File: config.mk
export PLATFORM = sky130hd
export DESIGN_NAME = reg_trace_streamer
export DESIGN_NICKNAME = d
export VERILOG_FILES = /design/src/rtl/reg_trace_streamer_pkg.sv /design/src/rtl/reg_trace_streamer.sv
export SDC_FILE = /design/constraint.sdc
export NUM_CORES = 1
export LEC_CHECK = 0
export CAP_MARGIN = 10
export CELL_PAD_IN_SITES_DETAIL_PLACEMENT = 1
export CELL_PAD_IN_SITES_GLOBAL_PLACEMENT = 1
export CORE_MARGIN = 2
export CORE_UTILIZATION = 30
export CTS_CLUSTER_DIAMETER = 30
export DETAILED_ROUTE_END_ITERATION = 8
export DONT_BUFFER_PORTS = 1
export PLACE_DENSITY_LB_ADDON = 0.1
export SYNTH_ARGS = -nofsm -noshare
export SYNTH_HDL_FRONTEND = slang
export SYNTH_SLANG_ARGS = --single-unit
File: constraint.sdc
create_clock -name clk -period 2.62 [get_ports clk]
set_clock_uncertainty 0.05 [all_clocks]
set_input_delay 0.262 -clock clk [delete_from_list [all_inputs] [get_ports clk]]
set_output_delay 0.262 -clock clk [all_outputs]
set_load 0.02 [all_outputs]
File: src/rtl/reg_trace_streamer_pkg.sv
// Shared definitions for the register trace streamer: FSM encoding, beat counter type
// and the fixed register walk order.
package reg_trace_streamer_pkg;

  localparam int TRACE_LEN = 18;
  localparam int CNT_W     = 5;

  typedef enum logic [1:0] {
    ST_IDLE = 2'd0,
    ST_SEND = 2'd1,
    ST_LOAD = 2'd2,
    ST_DONE = 2'd3
  } state_t;

  typedef logic [CNT_W-1:0] cnt_t;

  // Walk order: $s0-$s7, then $t0-$t7, then $t8-$t9.
  function automatic logic [4:0] trace_map(input cnt_t cnt);
    logic [4:0] r;
    case (cnt)
      5'd0:    r = 5'd16;
      5'd1:    r = 5'd17;
      5'd2:    r = 5'd18;
      5'd3:    r = 5'd19;
      5'd4:    r = 5'd20;
      5'd5:    r = 5'd21;
      5'd6:    r = 5'd22;
      5'd7:    r = 5'd23;
      5'd8:    r = 5'd8;
      5'd9:    r = 5'd9;
      5'd10:   r = 5'd10;
      5'd11:   r = 5'd11;
      5'd12:   r = 5'd12;
      5'd13:   r = 5'd13;
      5'd14:   r = 5'd14;
      5'd15:   r = 5'd15;
      5'd16:   r = 5'd24;
      5'd17:   r = 5'd25;
      default: r = 5'd0;
    endcase
    return r;
  endfunction

endpackage

File: src/rtl/reg_trace_streamer.sv
// Streams a PC header followed by the monitored register-file entries over valid/ready,
// reading the register file through one combinational read port.
module reg_trace_streamer
  import reg_trace_streamer_pkg::*;
#(
  parameter int DATA_W    = 32,
  parameter int ADDR_W    = 5,
  parameter int NUM_TRACE = TRACE_LEN
) (
  input  logic              clk,
  input  logic              reset,
  input  logic              start_i,
  input  logic [DATA_W-1:0] pc_i,
  output logic [ADDR_W-1:0] rf_raddr,
  input  logic [DATA_W-1:0] rf_rdata,
  output logic              out_valid,
  input  logic              out_ready,
  output logic              out_is_pc,
  output logic [ADDR_W-1:0] out_idx,
  output logic [DATA_W-1:0] out_data,
  output logic              out_last,
  output logic              busy,
  output logic              done
);

  // state | meaning
  // IDLE  | waiting for start_i
  // SEND  | beat presented on out_*, waiting for handshake
  // LOAD  | register read for beat cnt, captured into out_*
  // DONE  | one-cycle done pulse, then back to IDLE

  localparam cnt_t LAST_CNT = cnt_t'(NUM_TRACE - 1);

  state_t state, state_nxt;
  cnt_t   cnt;
  logic   hs;

  assign hs = out_valid & out_ready;

  always_ff @(posedge clk or posedge reset) begin
    if (reset) state <= ST_IDLE;
    else       state <= state_nxt;
  end

  always_comb begin
    state_nxt = state;
    case (state)
      ST_IDLE: if (start_i) state_nxt = ST_SEND;
      ST_SEND: begin
        if (hs) begin
          if (out_is_pc)     state_nxt = ST_LOAD;
          else if (out_last) state_nxt = ST_DONE;
          else               state_nxt = ST_LOAD;
        end
      end
      ST_LOAD: state_nxt = ST_SEND;
      ST_DONE: state_nxt = ST_IDLE;
      default: state_nxt = ST_IDLE;
    endcase
  end

  always_comb begin
    busy     = (state != ST_IDLE);
    done     = (state == ST_DONE);
    rf_raddr = '0;
    if (state == ST_LOAD) rf_raddr = ADDR_W'(trace_map(cnt));
  end

  // Beat registers; only written on the accept edge, so they stay frozen while stalled.
  always_ff @(posedge clk or posedge reset) begin
    if (reset) begin
      cnt       <= '0;
      out_valid <= 1'b0;
      out_is_pc <= 1'b0;
      out_idx   <= '0;
      out_data  <= '0;
      out_last  <= 1'b0;
    end else begin
      case (state)
        ST_IDLE: begin
          if (start_i) begin
            out_data  <= pc_i;
            out_is_pc <= 1'b1;
            out_idx   <= '0;
            out_valid <= 1'b1;
            out_last  <= 1'b0;
            cnt       <= '0;
          end
        end
        ST_SEND: begin
          if (hs) begin
            out_valid <= 1'b0;
            if (!out_is_pc && !out_last && (cnt != LAST_CNT)) cnt <= cnt + cnt_t'(1);
          end
        end
        ST_LOAD: begin
          out_data  <= rf_rdata;
          out_idx   <= ADDR_W'(trace_map(cnt));
          out_is_pc <= 1'b0;
          out_last  <= (cnt == LAST_CNT);
          out_valid <= 1'b1;
        end
        ST_DONE: out_last <= 1'b0;
        default: ;
      endcase
    end
  end

endmodule

==> results of run 1 <==
==> kinds of logic (layout without fill, tap and decap cells) <==
group	after synthesis	count (layout)	synth area share
buffers and inverters	28	25	0.04918
AO/OA/AOI/OAI	57	57	0.1765
flip-flops	47	47	0.5137
AND/OR/NAND/NOR	128	128	0.2497
adder cells (fa/ha/maj)	2	2	0.01093
==> flip-flops by register name (all words and copies together) (netlist names) <==
register / cells
state: 2
out_valid: 1
out_idx: 5
cnt: 5
out_is_pc: 1
out_last: 1
out_data: 32
==> metal layers <==
metal  global-route usage  up-vias  share of wire
met5                    0        -              0
met4              0.04545        0          0.014
met3              0.06058        8          0.089
met2               0.2494       82           0.46
met1               0.2040      918           0.44
li1                     -      882              -
==> cell type report <==
cell class | count | share of cell area
sequential | 47 | 0.4684
multi-input combinational | 187 | 0.4006
tap | 99 | 0.04933
timing repair buffer | 11 | 0.03488
clock buffer | 6 | 0.03288
inverter | 7 | 0.01046
clock inverter | 1 | 0.003488
==> synthesized netlist by cell type (all sizes together), types with 3 or more instances <==
master  instances  share of area
o21ai           3         0.0066
nand2b          3         0.0082
buf             3         0.0077
nand3           5          0.011
nor2b           4          0.011
inv             7          0.011
a21o            4          0.013
nand2          71           0.12
a31oi          32          0.087
o211ai          3         0.0098
nor2           33          0.054
dfrtp          47           0.51
clkbuf         18          0.030
==> worst max-delay path, delay by kind of cell, from the launching register on <==
kind                   cells  cell delay, ns
and+or+nand+nor            2            0.62
buffers and inverters      2            0.48
DFF                        1            0.54
==> worst paths after layout <==
kind                            cells past startpoint           end  slack (ns)        from
worst max-delay path                                4   rf_raddr[4]        0.36    state[0]
worst min-delay path                                2  out_data[23]        0.04    pc_i[23]
worst max register to register                      5    out_idx[4]        0.70    state[0]
worst min register to register                      1    out_idx[0]        0.58  out_idx[0]
max in group asynchronous                           3        cnt[1]        1.40       reset
min in group asynchronous                           2  out_data[18]        0.39       reset
==> through the flow <==
step                      setup WS, ns  cell area [sq um]  std cells  hold WS (ns)
after floorplan                  1.038               2290        262        0.3192
after global placement          0.7299               2400        349        0.1835
after detailed placement        0.6558               2400        349        0.1763
after CTS                       0.3081               2511        358       0.03205
after global routing            0.1475               2511        358       0.03301
final                           0.3568               2511        358       0.04105
==> report_power, final <==
group          internal [mW]  switching, mW  total (mW)
Combinational          0.431          0.569        1.00
Clock                  0.213          0.256       0.469
Sequential              1.07          0.716        1.78
Total                   1.71           1.54        3.25
==> flow_summary.json, run 1 <==
{
  "vias": 1890,
  "pin_count": 115,
  "die_x_um": 91.37,
  "syn_area_per_cell_sq_um": 8.739,
  "outcome": "complete, no violations",
  "synth_edf_count": 0,
  "drcViolationCount": 0,
  "ys_seq_area_frac": 0.5137,
  "num-fill-cells": 861,
  "gp_congestion": 0.7051,
  "final_common_cell": "nand2_1",
  "numCtsBuffers": 5,
  "synthDistinctLibCells": 36,
  "required_ns": 2.31,
  "via_per_inst": 5.279,
  "holdCritPathClass": "input port to flop",
  "grt_pass1_wl_um": 10480,
  "hold_viol": 0,
  "async_flop_share": 1.000,
  "clkSinkCount": 47,
  "fin_crit_sh": 0.8638,
  "drt_first_pass_iters": 4,
  "p_per_area_mw_per_mm2": 1295,
  "netlist_area_sq_mm": 0.002290,
  "period_needed_ns": 2.263,
  "insertion_delay_ns": 0.30,
  "crit_chain": "nand2b_2, buf_4, nor3_1, buf_4",
  "cp_slowest_cell": "dfrtp_1",
  "syn-num-nets": 332,
  "drt_iter0_markers": 68,
  "slew_headroom": 0.4975,
  "end_kind": "primary output",
  "multi_input_area_sq_mm": 0.001006,
  "nets": 329,
  "critPathMaxStageDelay_ns": 0.54,
  "seq_area_sq_mm": 0.001176,
  "finalSetupViolations": 0,
  "htree_levels": 2,
  "rsz0062_at_grt": "no",
  "synth_seq_cells": 47,
  "cp_max_fo": 23,
  "slew_violations": 0,
  "wl_per_cell_um": 18.13,
  "tightestPinTransition_ns": 0.7479,
  "die_area_sq_mm": 0.008348,
  "clkSlewWorstSetupHoldPaths_ns": 0.09,
  "post-route-util": 0.3426,
  "grt_pass1_vias": 1969,
  "setup_tns_ns": 0,
  "arrival_ns": 1.95,
  "cts_root_buffer": "clkbuf_8",
  "cts-hold-fix-buffers": 2,
  "cp_common_cell": "buf_4",
  "areaGrowthSynthToFinish_pct": 9.672,
  "grt_usage": 0.1589,
  "syn_inst": 262,
  "synth_flop_cell": "dfrtp_1",
  "ctsResizeCount": 0,
  "hpwl_um": 4585,
  "start_kind": "flop",
  "fmax_mhz": 441.8,
  "port_buffers": 0,
  "drive_above_1_share": 0.1042,
  "drv_cap": 0,
  "ir_drop_v": 0.0003910,
  "grt_overflow": 0,
  "antenna_found_initial": 0,
  "tritoncts": "built",
  "grt_max_degree": 34,
  "p_total_mw": 3.253,
  "insertedDiodeCount": 0,
  "total_leakage_power_nw": 1.140,
  "layout_common_cells": "nand2_1, dfrtp_1, nor2_1",
  "crit_type": "flop to primary output",
  "rows": 31,
  "yosysWarnings": 0,
  "core_sq_mm": 0.007331,
  "antenna_left": 0,
  "drt-total-wl_um": 6489,
  "initial_utilization": 0.3123,
  "cts_setup_buffers": 0,
  "die_y_um": 91.37,
  "clockBufferDepth": 2
}
Note: power is estimated with default switching activity, not from simulation.
==> run 2, diff against run 1 <==
- ABC_CLOCK_PERIOD_IN_PS: not set -> 2620
- CORE_UTILIZATION: 30 -> 35
==> run 2 against run 1 <==
Against the previous run: critical endpoint is now rf_raddr[1]; hold slack gained 0.0031 ns; sequential power about the same; flip-flop and latch count unchanged; maximum frequency up 2.1%; first-iteration DRC count grew 60%.
==> flow_summary.json, run 2 (synthesized netlist as in run 1, its figures left out) <==
{
  "rsz0062_at_grt": "no",
  "crit_type": "flop to primary output",
  "hpwl_um": 4343,
  "initial_utilization": 0.3606,
  "hold_viol": 0,
  "drt-total-wl_um": 6205,
  "grt_overflow": 0,
  "rows": 29,
  "arrival_ns": 1.91,
  "largest_reg_flops": 32,
  "clkSinkCount": 47,
  "htree_levels": 2,
  "required_ns": 2.31,
  "total_leakage_power_nw": 1.151,
  "holdCritPathClass": "input port to flop",
  "critPathMaxStageDelay_ns": 0.63,
  "die_x_um": 84.88,
  "via_per_inst": 5.585,
  "period_needed_ns": 2.217,
  "cts_root_buffer": "clkbuf_8",
  "vias": 1882,
  "crit_chain": "nand2b_2, nor3_1",
  "antenna_found_initial": 0,
  "slew_headroom": 0.5142,
  "grt_pass1_vias": 1938,
  "port_buffers": 0,
  "clockBufferDepth": 2,
  "tightestPinTransition_ns": 0.7231,
  "antenna_left": 0,
  "path_delay_family": "simple AND/OR/NAND/NOR gates",
  "drcViolationCount": 0,
  "cp_slowest_cell": "nor3_1",
  "hp-start": "pc_i[24]",
  "insertion_delay_ns": 0.30,
  "ir_drop_v": 0.0004617,
  "cp_num_buf_inv": 0,
  "drive_above_1_share": 0.1077,
  "rr_startpoint": "state[0]",
  "drv_cap": 0,
  "grt_max_degree": 48,
  "reg_top3": "out_data: 32 flops, cnt: 5 flops, out_idx: 5 flops",
  "areaGrowthSynthToFinish_pct": 9.399,
  "largest_register": "out_data",
  "placed_cells": 327,
  "die_area_sq_mm": 0.007205,
  "grt_pass1_wl_um": 9929,
  "fmax_mhz": 451.0,
  "clkSlewWorstSetupHoldPaths_ns": 0.10,
  "pin_count": 115,
  "core_sq_mm": 0.006350,
  "cp_max_fo": 17,
  "fin_crit_sh": 0.8463,
  "start_kind": "flop",
  "end_kind": "primary output",
  "drt_first_pass_iters": 4,
  "gp_congestion": 0.7240,
  "final_common_cell": "nand2_1",
  "numCtsBuffers": 5,
  "nets": 329,
  "tritoncts": "built",
  "wl_per_cell_um": 18.41,
  "setup_tns_ns": 0,
  "finalSetupViolations": 0,
  "layout_common_cells": "nand2_1, dfrtp_1, nor2_1",
  "stdcell_count": 337,
  "grt_usage": 0.1735,
  "drt_iter0_markers": 109,
  "outcome": "complete, no violations",
  "insertedDiodeCount": 0,
  "startpoint": "state[0]",
  "p_per_area_mw_per_mm2": 1320,
  "slew_violations": 0,
  "die_y_um": 84.88
}
==> run 2: changes by cell type in the layout (fill, tap and decap cells not counted), sizes merged <==
cell,previous run,this run
clkbuf,6,5
inv,8,7
clkinv,0,2
bufinv,0,1
==> run 2: repair_timing <==
action | 4_1_cts | 5_1_grt
hold buffers | 2 | 0
gates resized for setup | 0 | 0
endpoints found under the hold margin | 48 | 0
setup buffers | 0 | 0
==> run 2: path summary, 6_finish.rpt <==
| check | endpoint | slack [ns] | depth (start not counted) |
|---|---|---|---|
| setup / recovery | rf_raddr[1] | 0.40 | 2 |
| hold / removal | out_data[24] | 0.04 | 2 |
| setup reg to reg | out_idx[1] | 0.77 | 3 |
| hold reg to reg | out_idx[1] | 0.58 | 1 |
| max in group asynchronous | out_data[22] | 1.56 | 3 |
| min in group asynchronous | out_data[10] | 0.53 | 3 |
==> run 2: final cells by class <==
| type | instances | area [sq um] |
|---|---|---|
| Fill cell | 740 | 3845 |
| Sequential cell | 47 | 1176 |
| Multi-Input combinational cell | 187 | 1006 |
| Tap cell | 77 | 96.34 |
| Timing Repair Buffer | 11 | 87.58 |
| Clock buffer | 5 | 68.82 |
| Clock inverter | 3 | 43.79 |
| Inverter | 7 | 26.28 |
==> run 2: power by group <==
part / total [mW] / internal (mW) / switching (mW)
sequential: 1.78 / 1.07 / 0.708
combinational: 0.993 / 0.433 / 0.560
clock: 0.539 / 0.285 / 0.255
total: 3.31 / 1.78 / 1.52
==> run 2: stage by stage <==
stage	setup WS, ns	hold WS [ns]	instance area [sq um]	utilization	power [mW]
final	0.4027	0.04418	2505	0.3945	3.307
after global routing	0.2640	0.03757	2505	0.3945	3.579
after CTS	0.3716	0.03701	2505	0.3945	3.361
after detailed placement	0.7123	0.3074	2372	0.3736	2.812
after global placement	0.7679	0.3076	2372	0.3736	2.780
after floorplan	1.038	0.3192	2290	-	2.515
==> run 2: metal layers <==
layer | routed length [um] | up-vias | track usage
li1 | - | 886 | -
met1 | 2612 | 910 | 0.2219
met2 | 2965 | 84 | 0.2799
met3 | 597 | 2 | 0.07101
met4 | 29 | 0 | 0.03463
met5 | 0 | - | 0
==> RTL edit 1, RTL diff (flow settings as in run 1) <==
The 4 states of `state_t` get a Gray code encoding in 2 bits.
--- a/src/rtl/reg_trace_streamer_pkg.sv
+++ b/src/rtl/reg_trace_streamer_pkg.sv
@@ -8,6 +8,6 @@
   typedef enum logic [1:0] {
-    ST_IDLE = 2'd0,
-    ST_SEND = 2'd1,
-    ST_LOAD = 2'd2,
-    ST_DONE = 2'd3
+    ST_IDLE = 2'b00,
+    ST_SEND = 2'b01,
+    ST_LOAD = 2'b11,
+    ST_DONE = 2'b10
   } state_t;
Function: no difference found for any inputs over 10 cycles, from zero or initial values and one cycle with reset high; not proved beyond that.
==> RTL edit 1 against run 1 <==
Total power down 14%. Wire length shrank 18%. Combinational power decreased by 29%. Highest routed layer unchanged. Worst setup slack improved by 210 ps. Largest power group unchanged. Cell area down 2.4%. Maximum frequency is 10% higher. Synthesized area shrank 1.6%. Sequential power is 7% lower. Sequential cell count stayed put. Largest cell class unchanged. Clock power fell by 9.6%. Critical endpoint is now rf_raddr[0].
==> RTL edit 1: results (changes against run 1) <==
metric;value;unit;change
status;complete, no violations;;
synthFlopType;dfrtp_1;;
inv_count;6;;-1
dp_hpwl;3970;um;-13%
n_clock_buffer;7;;+1
syn_nets;292;;-12%
drt-wirelength-per-cell;16.7;um;-7.9%
dp_cells;311;;-11%
slew_headroom;33.1;%;-17 points
vias;1574;;-17%
synth_area_leaders;dfrtp_1 52%, mux2i_1 15%, o21ai_0 7.1%;;
grt_max_degree;48;;+41%
multi_input_comb_cells;153;;-18%
power_density;1140;nW/um^2;-12%
final-clk-cell-share;3.32;%;-0.32 points
vdd_drop_max;0.372;mV;-5.0%
pre_cts_ws;601;ps;-54.7 ps
yosys-top-cells-count;47 x dfrtp_1, 41 x nand2_1, 33 x mux2i_1;;
p_seq_share;59.6;%;+4.8 points
gp_congestion;0.752;;+6.7%
n_all_buffers;6;;-5
yosysUniqueCellTypes;33;;-8.3%
grtUsageMet3;5.34;%;-0.72 points
cp.arrival;1740;ps;-210 ps
multi_input_area_share;40.3;%;+0.29 points
p_int;0.00154;W;-10%
finalPower;0.00279;W;-14%
crit_path_max_fanout;13;;-43%
synth_cells;222;;-15%
buf_share;2.35;%;-1.1 points
hp-class;in2async;;
period_share;78.4;%;-8.0 points
grt_util_met2;22.4;%;-2.6 points
power.leakage;1.32;nW;+16%
layout-drive-gt1-share;8.64;%;-1.8 points
reg2reg_setup_slack;670;ps;-30 ps
grt_pass1_wl;8760;um;-16%
finalHoldWorstSlack;24.6;ps;-16.4 ps
## RTL edit 1: cell families after synthesis
logic type / synth area share, %
and+or+nand+nor: 13.6
DFF: 52.2
muxes: 14.7
buffers and inverters: 4.50
adders and majority gates: 1.11
AOI/OAI and AO/OA: 13.9
## RTL edit 1: worst max-delay path, cell delays in order, from the launching register on
cell	delay (ps)
dfrtp_1	640
nand2_2	290
a21oi_1	510
## RTL edit 1: final timing paths
kind                       startpoint            to  cells past startpoint
setup / recovery             state[0]   rf_raddr[0]                      2
hold / removal                  reset  out_data[22]                      1
setup reg to reg             state[0]   out_data[2]                      4
hold reg to reg                cnt[0]        cnt[0]                      1
max in group asynchronous       reset    out_idx[4]                      1
min in group clk            out_ready     out_valid                      3
## RTL edit 1: routing by layer
| layer | part of all wire [%] | up-vias |
|---|---|---|
| met5 | 0 | - |
| li1 | - | 751 |
| met1 | 38 | 751 |
| met2 | 51 | 64 |
| met3 | 8.9 | 8 |
| met4 | 1.7 | 0 |
==> RTL edit 2, RTL diff (flow settings as in run 1) <==
Made on the original files. `ADDR_W`: 5 -> 4.
--- a/src/rtl/reg_trace_streamer.sv
+++ b/src/rtl/reg_trace_streamer.sv
@@ -6,3 +6,3 @@
   parameter int DATA_W    = 32,
-  parameter int ADDR_W    = 5,
+  parameter int ADDR_W    = 4,
   parameter int NUM_TRACE = TRACE_LEN
Interface: changed (resized out_idx and rf_raddr); port bits go from 115 to 113. No check against the original RTL was run, so the function may have changed too.
==> RTL edit 2 against run 1 <==
Cell area down 7.1%. Synthesized area down 5.7%. Register-to-register slack worse by 50 ps. Worst setup slack better by 17 ps. Sequential cell count down 1. Wire length down 9.0%. Total power down 10%. Clock power down 11%. Critical endpoint is now rf_raddr[0].
==> RTL edit 2: results (changes against run 1) <==
metric;value;unit;change
status;complete, no violations;;
worst_pin_slew;976;ps;+228 ps
placed_cell_area;2250;um^2;-6.2%
reg_top3;out_data: 32 flops, cnt: 5 flops, out_idx: 4 flops;;
n_antenna_cell;0;;unchanged
ctsHtreeMaxLevel;2;;unchanged
firstDrtPassIters;4;;unchanged
yosysUniqueCellTypes;30;;-17%
yosys-top-cells-count;76 x nand2_1, 46 x dfrtp_1, 42 x nor2_1;;
grt.total_usage;15.5;%;-0.37 points
cts_made_buffers;5;;unchanged
syn_nets;322;;-3.0%
nFillCells;826;;-4.1%
synth_area_leaders;dfrtp_1 53%, nand2_1 13%, a31oi_1 9.3%;;
ctsHoldBuffers;0;;-2
grt_pass1_wl;9360;um;-11%
layout-drive-gt1-share;6.83;%;-3.6 points
ys_seq_area_share;53.3;%;+1.9 points
slowest_delay;570;ps;+30 ps
io_buffers;0;;unchanged
crit_path_max_fanout;27;;+17%
dp_hpwl;4120;um;-10%
hp-class;in2async;;
antenna_found_initial;0;;unchanged
synthArstFlopShare;100;%;unchanged
drt-wirelength-per-cell;17.1;um;-5.5%
cts.path.max_buffers;2;;unchanged
post_cts_buffers;0;;unchanged
vdd_drop_max;0.431;mV;+10%
grt_pass1_vias;1879;;-4.6%
cp.arrival;1930;ps;-20 ps
ctsResizeCount;0;;unchanged
gp_congestion;0.707;;+0.26%
drt_iter0_drc;54;;-21%
grt_max_degree;47;;+38%
clk_latency;290;ps;
root_buffer;clkbuf_8;;
slowest_stage;a21oi_1;;
clkTransAtPathRegs;80;ps;
power.leakage;1.07;nW;-6.5%
via_per_inst;5.08;;-3.8%
maxSlewViolCount;0;;unchanged
ys_warn_count;0;;unchanged
RTL edit 2: worst max-delay path, delay by kind of cell, from the launching register on:
family,cells,cell delay (ps)
DFF,1,470
buffers and inverters,1,250
and+or+nand+nor,1,350
AOI/OAI and AO/OA,1,570
RTL edit 2: worst paths after layout:
| check | start | endpoint | slack (ps) | cells past startpoint |
|---|---|---|---|---|
| max | state[0] | rf_raddr[0] | 370 | 3 |
| min | reset | out_data[14] | 20 | 1 |
| max reg2reg | state[0] | out_data[17] | 650 | 5 |
| min reg2reg | cnt[0] | cnt[0] | 570 | 1 |
| max in group asynchronous | reset | out_idx[3] | 1900 | 1 |
| min in group clk | pc_i[2] | out_data[2] | 60 | 2 |
RTL edit 2: final cells by class:
class | count | area (um^2) | share of cell area, %
clock buffers | 6 | 72.6 | 3.11
repair buffers | 5 | 37.5 | 1.61
inverters | 4 | 15.0 | 0.644
well taps | 96 | 120 | 5.15
flip-flops and latches | 46 | 1150 | 49.4
clock inverters | 1 | 7.51 | 0.322
multi-input cells | 187 | 928 | 39.8
RTL edit 2: routing by layer:
layer | routed length [um] | global-route usage, % | vias to the layer above
li1 | - | - | 839
met1 | 2620 | 20.1 | 837
met2 | 2670 | 24.6 | 73
met3 | 571 | 6.34 | 4
met4 | 42 | 2.89 | 0
met5 | 0 | 0 | -
RTL edit 2: logic make-up after synthesis:
| group | after synthesis | share of synthesized area [%] |
|---|---|---|
| buf+inv | 19 | 3.94 |
| flops | 46 | 53.3 |
| mux | 1 | 0.464 |
| simple gates | 133 | 25.1 |
| compound gates | 51 | 16.0 |
| fa+ha+maj | 2 | 1.16 |
RTL edit 2: per-stage QoR:
step,worst slack [ps],hold slack (ps),cells,power (W),utilization [%]
2_1_floorplan,987,356,252,0.00228,-
3_3_place_gp,731,362,338,0.00252,32.8
3_5_place_dp,617,372,338,0.00255,32.8
4_1_cts,322,41.7,345,0.00298,34.0
5_1_grt,161,43.0,345,0.00317,34.0
6_report,374,21.0,345,0.00292,34.0
RTL edit 2: power by group:
group / internal, W / switching, W / leakage (nW) / total [W]
sequential: 0.00103 / 0.000639 / 0.566 / 0.00167
combinational: 0.000333 / 0.000502 / 0.462 / 0.000835
clock: 0.000183 / 0.000232 / 0.0373 / 0.000416
